**src/rtl/quad_decoder_multi.sv**
```systemverilog
// quad_decoder_multi: N-channel quadrature encoder front-end.
// Each channel synchronises and glitch-filters its A/B inputs, decodes them
// at 4x resolution into a wrapping signed position count, flags illegal
// (double-bit) transitions and reports velocity as the count change over a
// fixed window shared by all channels.
//
// Build option: define QUAD_INDEX_EN to enable index (Z) zeroing. Without it
// the index input is ignored and no index logic is built.
//
// Handshake: there is no flow control. vel_valid is a one-cycle strobe that
// marks the cycle in which every velocity lane presents a freshly computed
// value; the velocity lanes hold that value until the next strobe.

// Two-flop synchroniser followed by a stability filter: the filtered output
// only follows the synchronised input after FILTER_LEN consecutive cycles of
// disagreement, so shorter pulses never reach the decoder.
module qd_sync_filter #(
  parameter int FILTER_LEN = 5
) (
  input  logic i_clk,
  input  logic i_rst,
  input  logic i_raw,
  output logic o_filt
);

  localparam int FCW = $clog2(FILTER_LEN + 1);
  localparam logic [FCW-1:0] FLT_LAST = FCW'(FILTER_LEN - 1);

  logic           r_s1;
  logic           r_s2;
  logic           r_filt;
  logic [FCW-1:0] r_cnt;

  // Synchronise, then count cycles of disagreement before accepting a change
  always_ff @(posedge i_clk or posedge i_rst) begin
    if (i_rst) begin
      r_s1   <= 1'b0;
      r_s2   <= 1'b0;
      r_filt <= 1'b0;
      r_cnt  <= '0;
    end else begin
      r_s1 <= i_raw;
      r_s2 <= r_s1;
      if (r_s2 == r_filt) begin
        r_cnt <= '0;
      end else if (r_cnt == FLT_LAST) begin
        r_filt <= r_s2;
        r_cnt  <= '0;
      end else begin
        r_cnt <= r_cnt + 1'b1;
      end
    end
  end

  assign o_filt = r_filt;

endmodule

module quad_decoder_multi #(
  parameter int NCH        = 1,
  parameter int CW         = 32,
  parameter int VW         = 16,
  parameter int FILTER_LEN = 5,
  parameter int WINDOW     = 16000
) (
  input  logic                CLK,
  input  logic                reset,
  input  logic [NCH-1:0]      quadA,
  input  logic [NCH-1:0]      quadB,
  input  logic [NCH-1:0]      index,
  input  logic [NCH-1:0]      clear,
  input  logic                err_clr,
  output logic [NCH*CW-1:0]   count,
  output logic [NCH*VW-1:0]   velocity,
  output logic                vel_valid,
  output logic [NCH-1:0]      err,
  output logic [NCH-1:0]      A_filtered
);

  localparam int WNW = (WINDOW > 2) ? $clog2(WINDOW) : 1;
  localparam logic [WNW-1:0] WIN_LAST = WNW'(WINDOW - 1);

  logic [WNW-1:0] r_win;
  logic           r_vel_valid;
  logic           w_win_term;

  assign w_win_term = (r_win == WIN_LAST);

  // Free-running velocity window counter shared by every channel
  always_ff @(posedge CLK or posedge reset) begin
    if (reset) begin
      r_win <= '0;
    end else if (w_win_term) begin
      r_win <= '0;
    end else begin
      r_win <= r_win + 1'b1;
    end
  end

  // Velocity strobe: high in the cycle the new velocities become visible
  always_ff @(posedge CLK or posedge reset) begin
    if (reset) begin
      r_vel_valid <= 1'b0;
    end else begin
      r_vel_valid <= w_win_term;
    end
  end

  assign vel_valid = r_vel_valid;

`ifndef QUAD_INDEX_EN
  // Index is intentionally ignored in this build
  logic w_unused_index;
  assign w_unused_index = ^index;
`endif

  for (genvar i = 0; i < NCH; i++) begin : g_ch
    logic          w_fa;
    logic          w_fb;
    logic [1:0]    w_cur;
    logic [1:0]    r_prev;
    logic          w_up;
    logic          w_dn;
    logic          w_illegal;
    logic          w_idx_hit;
    logic [CW-1:0] r_cnt;
    logic [CW-1:0] w_cnt_next;
    logic [CW-1:0] r_snap;
    logic [CW-1:0] w_diff;
    logic [VW-1:0] w_vel_sat;
    logic [VW-1:0] r_vel;
    logic          r_err;

    qd_sync_filter #(.FILTER_LEN(FILTER_LEN)) u_flt_a (
      .i_clk  (CLK),
      .i_rst  (reset),
      .i_raw  (quadA[i]),
      .o_filt (w_fa)
    );

    qd_sync_filter #(.FILTER_LEN(FILTER_LEN)) u_flt_b (
      .i_clk  (CLK),
      .i_rst  (reset),
      .i_raw  (quadB[i]),
      .o_filt (w_fb)
    );

    assign w_cur = {w_fa, w_fb};

`ifdef QUAD_INDEX_EN
    logic w_fz;
    logic r_z_prev;

    qd_sync_filter #(.FILTER_LEN(FILTER_LEN)) u_flt_z (
      .i_clk  (CLK),
      .i_rst  (reset),
      .i_raw  (index[i]),
      .o_filt (w_fz)
    );

    // Remember filtered index to detect its rising edge
    always_ff @(posedge CLK or posedge reset) begin
      if (reset) begin
        r_z_prev <= 1'b0;
      end else begin
        r_z_prev <= w_fz;
      end
    end

    // Index only zeroes the count when the encoder sits in the 00 state
    assign w_idx_hit = w_fz & ~r_z_prev & (w_cur == 2'b00);
`else
    assign w_idx_hit = 1'b0;
`endif

    // Previous filtered A/B state for the transition decoder
    always_ff @(posedge CLK or posedge reset) begin
      if (reset) begin
        r_prev <= 2'b00;
      end else begin
        r_prev <= w_cur;
      end
    end

    // 4x decode: Gray sequence 00->10->11->01 counts up, reverse counts down,
    // both bits changing at once is illegal and does not count
    always_comb begin
      w_up      = 1'b0;
      w_dn      = 1'b0;
      w_illegal = 1'b0;
      case ({r_prev, w_cur})
        4'b00_10, 4'b10_11, 4'b11_01, 4'b01_00: w_up      = 1'b1;
        4'b00_01, 4'b01_11, 4'b11_10, 4'b10_00: w_dn      = 1'b1;
        4'b00_11, 4'b11_00, 4'b01_10, 4'b10_01: w_illegal = 1'b1;
        default: ;
      endcase
    end

    // Next count: clear beats index, index beats a decoded step; wraps freely
    always_comb begin
      w_cnt_next = r_cnt;
      if (clear[i]) begin
        w_cnt_next = '0;
      end else if (w_idx_hit) begin
        w_cnt_next = '0;
      end else if (w_up) begin
        w_cnt_next = r_cnt + CW'(1);
      end else if (w_dn) begin
        w_cnt_next = r_cnt - CW'(1);
      end
    end

    // Position register
    always_ff @(posedge CLK or posedge reset) begin
      if (reset) begin
        r_cnt <= '0;
      end else begin
        r_cnt <= w_cnt_next;
      end
    end

    // Difference taken at full count width so it stays correct across wrap
    assign w_diff = w_cnt_next - r_snap;

    if (CW > VW) begin : g_sat
      localparam logic [CW-1:0] VMAX_CW = {{(CW-VW+1){1'b0}}, {(VW-1){1'b1}}};
      localparam logic [CW-1:0] VMIN_CW = {{(CW-VW+1){1'b1}}, {(VW-1){1'b0}}};

      // Clamp the window delta into the signed velocity range
      always_comb begin
        w_vel_sat = w_diff[VW-1:0];
        if ($signed(w_diff) > $signed(VMAX_CW)) begin
          w_vel_sat = {1'b0, {(VW-1){1'b1}}};
        end else if ($signed(w_diff) < $signed(VMIN_CW)) begin
          w_vel_sat = {1'b1, {(VW-1){1'b0}}};
        end
      end
    end else begin : g_ext
      assign w_vel_sat = VW'($signed(w_diff));
    end

    // Window snapshot; a clear or index restarts motion accounting from zero
    always_ff @(posedge CLK or posedge reset) begin
      if (reset) begin
        r_snap <= '0;
      end else if (w_win_term) begin
        r_snap <= w_cnt_next;
      end else if (clear[i] || w_idx_hit) begin
        r_snap <= '0;
      end
    end

    // Velocity register, updated once per window
    always_ff @(posedge CLK or posedge reset) begin
      if (reset) begin
        r_vel <= '0;
      end else if (w_win_term) begin
        r_vel <= w_vel_sat;
      end
    end

    // Sticky error flag; a new illegal transition wins over err_clr
    always_ff @(posedge CLK or posedge reset) begin
      if (reset) begin
        r_err <= 1'b0;
      end else if (w_illegal) begin
        r_err <= 1'b1;
      end else if (err_clr) begin
        r_err <= 1'b0;
      end
    end

    assign count[i*CW +: CW]    = r_cnt;
    assign velocity[i*VW +: VW] = r_vel;
    assign err[i]               = r_err;
    assign A_filtered[i]        = w_fa;
  end

endmodule

```
**config.mk**
```make
export PLATFORM = sky130hd
export DESIGN_NAME = quad_decoder_multi
export DESIGN_NICKNAME = d
export VERILOG_FILES = /design/src/rtl/quad_decoder_multi.sv
export SDC_FILE = /design/constraint.sdc
export NUM_CORES = 1
export LEC_CHECK = 0
export CAP_MARGIN = 25
export CELL_PAD_IN_SITES_DETAIL_PLACEMENT = 1
export CELL_PAD_IN_SITES_GLOBAL_PLACEMENT = 1
export CORE_MARGIN = 3
export CORE_UTILIZATION = 35
export CTS_CLUSTER_DIAMETER = 200
export DETAILED_ROUTE_END_ITERATION = 7
export PLACE_DENSITY = 0.64
export SYNTH_ARGS = -nofsm -noshare
export SYNTH_HDL_FRONTEND = slang
export SYNTH_SLANG_ARGS = --single-unit
export TNS_END_PERCENT = 50
```
**constraint.sdc**
```tcl
create_clock -name CLK -period 7.15 [get_ports CLK]
set_input_delay 1.0725 -clock CLK [delete_from_list [all_inputs] [get_ports CLK]]
set_output_delay 1.0725 -clock CLK [all_outputs]
set_load 0.02 [all_outputs]
```
==> results.toml <==
[routing]
drtPass1Iterations = 4
drc_errors = 0
totalWireLength_mm = 20.0
drt-vias-per-instance = 5.37
vias = 6294
ant_nets = 0
wl_per_cell_um = 17.0
first_iter_violations = 235

[sta]
relSlewSlack_pct = 43.7
holdWs_ns = 0.356
final.setup_skew_ns = 0.0140
tns_ns = 0
fin_crit_ns = 5.71
worstMarginPinSlew_ns = 0.845
hold_viol = 0
post-route-period-util_pct = 79.9
timing.final.ws_setup_ns = 1.44
rsz0062_at_grt = "no"
slew_violations = 0
fmax_mhz = 175
setup_viol = 0

[job]
max_cap_viol_count = 0

[layout]
syn_to_final_growth_pct = 13.6
final_nets = 939
antennaDiodeCount = 0
layout-drive-gt1-share_pct = 10.0
layout.cells.most_common = "dfrtp_1"
fin_area_um2 = 8620
final_cell_mix = "dfrtp_1 (110), nor2_1 (91), nand2_1 (75), clkdlybuf4s50_1 (55), a21oi_1 (52)"

[placed_design]
place_area_um2 = 8310
post-dp-hpwl_mm = 15.2
gp_congestion = 0.850
place_ws_ns = 1.48
io_buffers = 56

[yosys]
async_flop_share_pct = 100
synth_top_family_by_area = "simple AND/OR/NAND/NOR gates"
synth.net_count = 912
yosys.area_share.simple_pct = 21.9
synth_cell_type_count = 76
ys.flop_type = "dfrtp_1"
synth_compound_area_share_pct = 20.3
synth-edff-count = 0
yosysWarnings = 0
synth_area_per_cell_um2 = 8.76
ys_ff_latch = 110
synth_seq_area_share_pct = 36.3
synth-xor-area-share_pct = 7.15
synth_area_um2 = 7590
synth_cells = 866
synth_fa_ha_area_share_pct = 6.53
synthMuxAreaShare_pct = 2.42

[floorplan]
dieArea_um2 = 23500
io_pins = 58
die_x_um = 153
start_util_pct = 35.9
rows = 53
core_area_um2 = 21200
die_h_um = 153

[clock_network]
cts_tree = "done"
h-tree-depth = 3
cts.clk_slew.worst_paths_ns = 0.08
insertion_delay_ns = 0.36
ctsHoldBuffers = 0
clockBufferDepth = 2
post-cts-setup-buffers = 0
clock_sinks = 110
cts_made_buffers = 9
post_cts_resized = 0
clock-root-buffer = "clkbuf_16"

[global_routing]
grt_overflow = 0
grt_pass1_vias = 6492
grt_use_total_pct = 17.4
grt_max_degree = 66
antenna_found_initial = 0
grt_pass1_wl_mm = 33.9

[critical_path]
crit_type = "register to register"
crit_fanout = 16
crit_top_cell = "nor2_1"
cp_num_buf_inv = 0
worstPathRequired_ns = 7.43
critical_path.top_delay_family = "simple AND/OR/NAND/NOR gates"
cp-start-kind = "register"
critPathMaxStageDelay_ns = 0.72
path_cells = "xor2_1 > nor2_1 > nand4b_1 > nor4_1 > a22oi_1 > xor2_1 > nor2_1 > ha_1 > a21oi_1 > o21ai_0 > nor2_1 > o211ai_1 > a21oi_1 > o221ai_1 > xnor2_1 > nand2b_1 > o211ai_1 > o21ai_0"
crit_arrival_ns = 5.99
slowest_stage = "nand2b_1"
endpoint_kind = "register"

[outcome]
status = "finished clean"

[hold_path]
hp-class = "register to register"
routing by layer:
layer / vias up / GRT usage, % / part of all wire, %
met4: 0 / 4.24 / 1.2
met1: 3073 / 26.5 / 53
met3: 17 / 2.55 / 2.9
met5: - / 0 / 0
li1: 3135 / - / -
met2: 69 / 26.0 / 43
Yosys cell counts (6+ instances only):
master	n	area share (%)
mux2i_1	6	0.79
xnor2_1	37	4.3
dfrtp_1	110	36
ha_1	38	6.3
nor4_1	10	0.82
nor2b_1	17	1.4
buf_2	12	0.79
and2_1	7	0.58
o31ai_1	13	1.3
nand2_1	75	3.7
nand2b_1	7	0.58
a21o_1	11	1.1
nor2_1	91	4.5
nand4_1	16	1.3
o21a_1	9	0.89
inv_1	49	2.4
mux2_2	11	1.6
a31oi_1	10	0.82
o211ai_1	14	1.4
o21ai_0	36	2.4
o211ai_2	10	1.6
and3_1	9	0.74
xor2_1	25	2.9
nand3_1	23	1.5
a21oi_1	52	3.4
nor3_1	31	2.0
clkbuf_1	25	1.2
o21ai_2	13	1.5
registers in the layout (all words and copies together) (netlist names):
register and count:
count 32, g_ch.r_snap 32, velocity 16, r_win 14, g_ch.u_flt_a.r_cnt 3, g_ch.u_flt_b.r_cnt 3
g_ch.r_prev 2, err 1, g_ch.u_flt_a.o_filt 1, g_ch.u_flt_a.r_s1 1, g_ch.u_flt_a.r_s2 1, g_ch.u_flt_b.o_filt 1
g_ch.u_flt_b.r_s1 1, g_ch.u_flt_b.r_s2 1, vel_valid 1
layout make-up:
type | count | area (µm²)
clock inverters | 7 | 82.6
repair buffers | 61 | 593
clock buffers | 9 | 225
fillers | 2494 | 12500
well taps | 275 | 344
multi-input cells | 662 | 4430
inverters | 49 | 186
flip-flops and latches | 110 | 2750
cell families (layout without fill, tap and decap cells):
| family | count (synthesis) | in the layout |
|---|---|---|
| flip-flops | 110 | 110 |
| AO/OA/AOI/OAI | 215 | 215 |
| buffers and inverters | 94 | 126 |
| adder cells (fa/ha/maj) | 39 | 39 |
| multiplexers | 17 | 17 |
| XOR/XNOR | 62 | 62 |
| AND/OR/NAND/NOR | 329 | 329 |
path summary, 6_finish.rpt:
| check | start | end | slack [ns] | depth (start not counted) |
|---|---|---|---|---|
| max | g_ch[0].u_flt_a.o_filt$_DFFE_PP0P_ | velocity[11]$_DFFE_PP0P_ | 1.44 | 18 |
| min reg2reg | g_ch[0].u_flt_a.r_s1$_DFF_PP0_ | g_ch[0].u_flt_a.r_s2$_DFF_PP0_ | 0.36 | 0 |
| max in group asynchronous | reset | count[5]$_DFF_PP0_ | 4.81 | 3 |
| min in group asynchronous | reset | g_ch[0].u_flt_b.r_cnt[0]$_DFF_PP0_ | 1.18 | 2 |
| min | g_ch[0].u_flt_a.r_s1$_DFF_PP0_ | g_ch[0].u_flt_a.r_s2$_DFF_PP0_ | 0.36 | 0 |
| max reg2reg | g_ch[0].u_flt_a.o_filt$_DFFE_PP0P_ | velocity[11]$_DFFE_PP0P_ | 1.44 | 18 |
worst register-to-register path: cells and delay by family, from the launching register on:
kind,cells,cell delay [ns]
AOI/OAI and AO/OA,8,1.66
xor gates and xnor gates,3,0.83
adders and majority gates,1,0.47
and+or+nand+nor,6,2.19
DFF,1,0.48
metrics by stage:
step / utilization (%) / cells
3_5_place_dp: 39.3 / 1157
3_3_place_gp: 39.3 / 1157
5_1_grt: 40.7 / 1173
4_1_cts: 40.7 / 1173
2_1_floorplan: - / 866
6_report: 40.7 / 1173
Power is left out: the tool's default activity adds up to more than one toggle a clock period on the data nets, which glitch-free logic cannot reach.
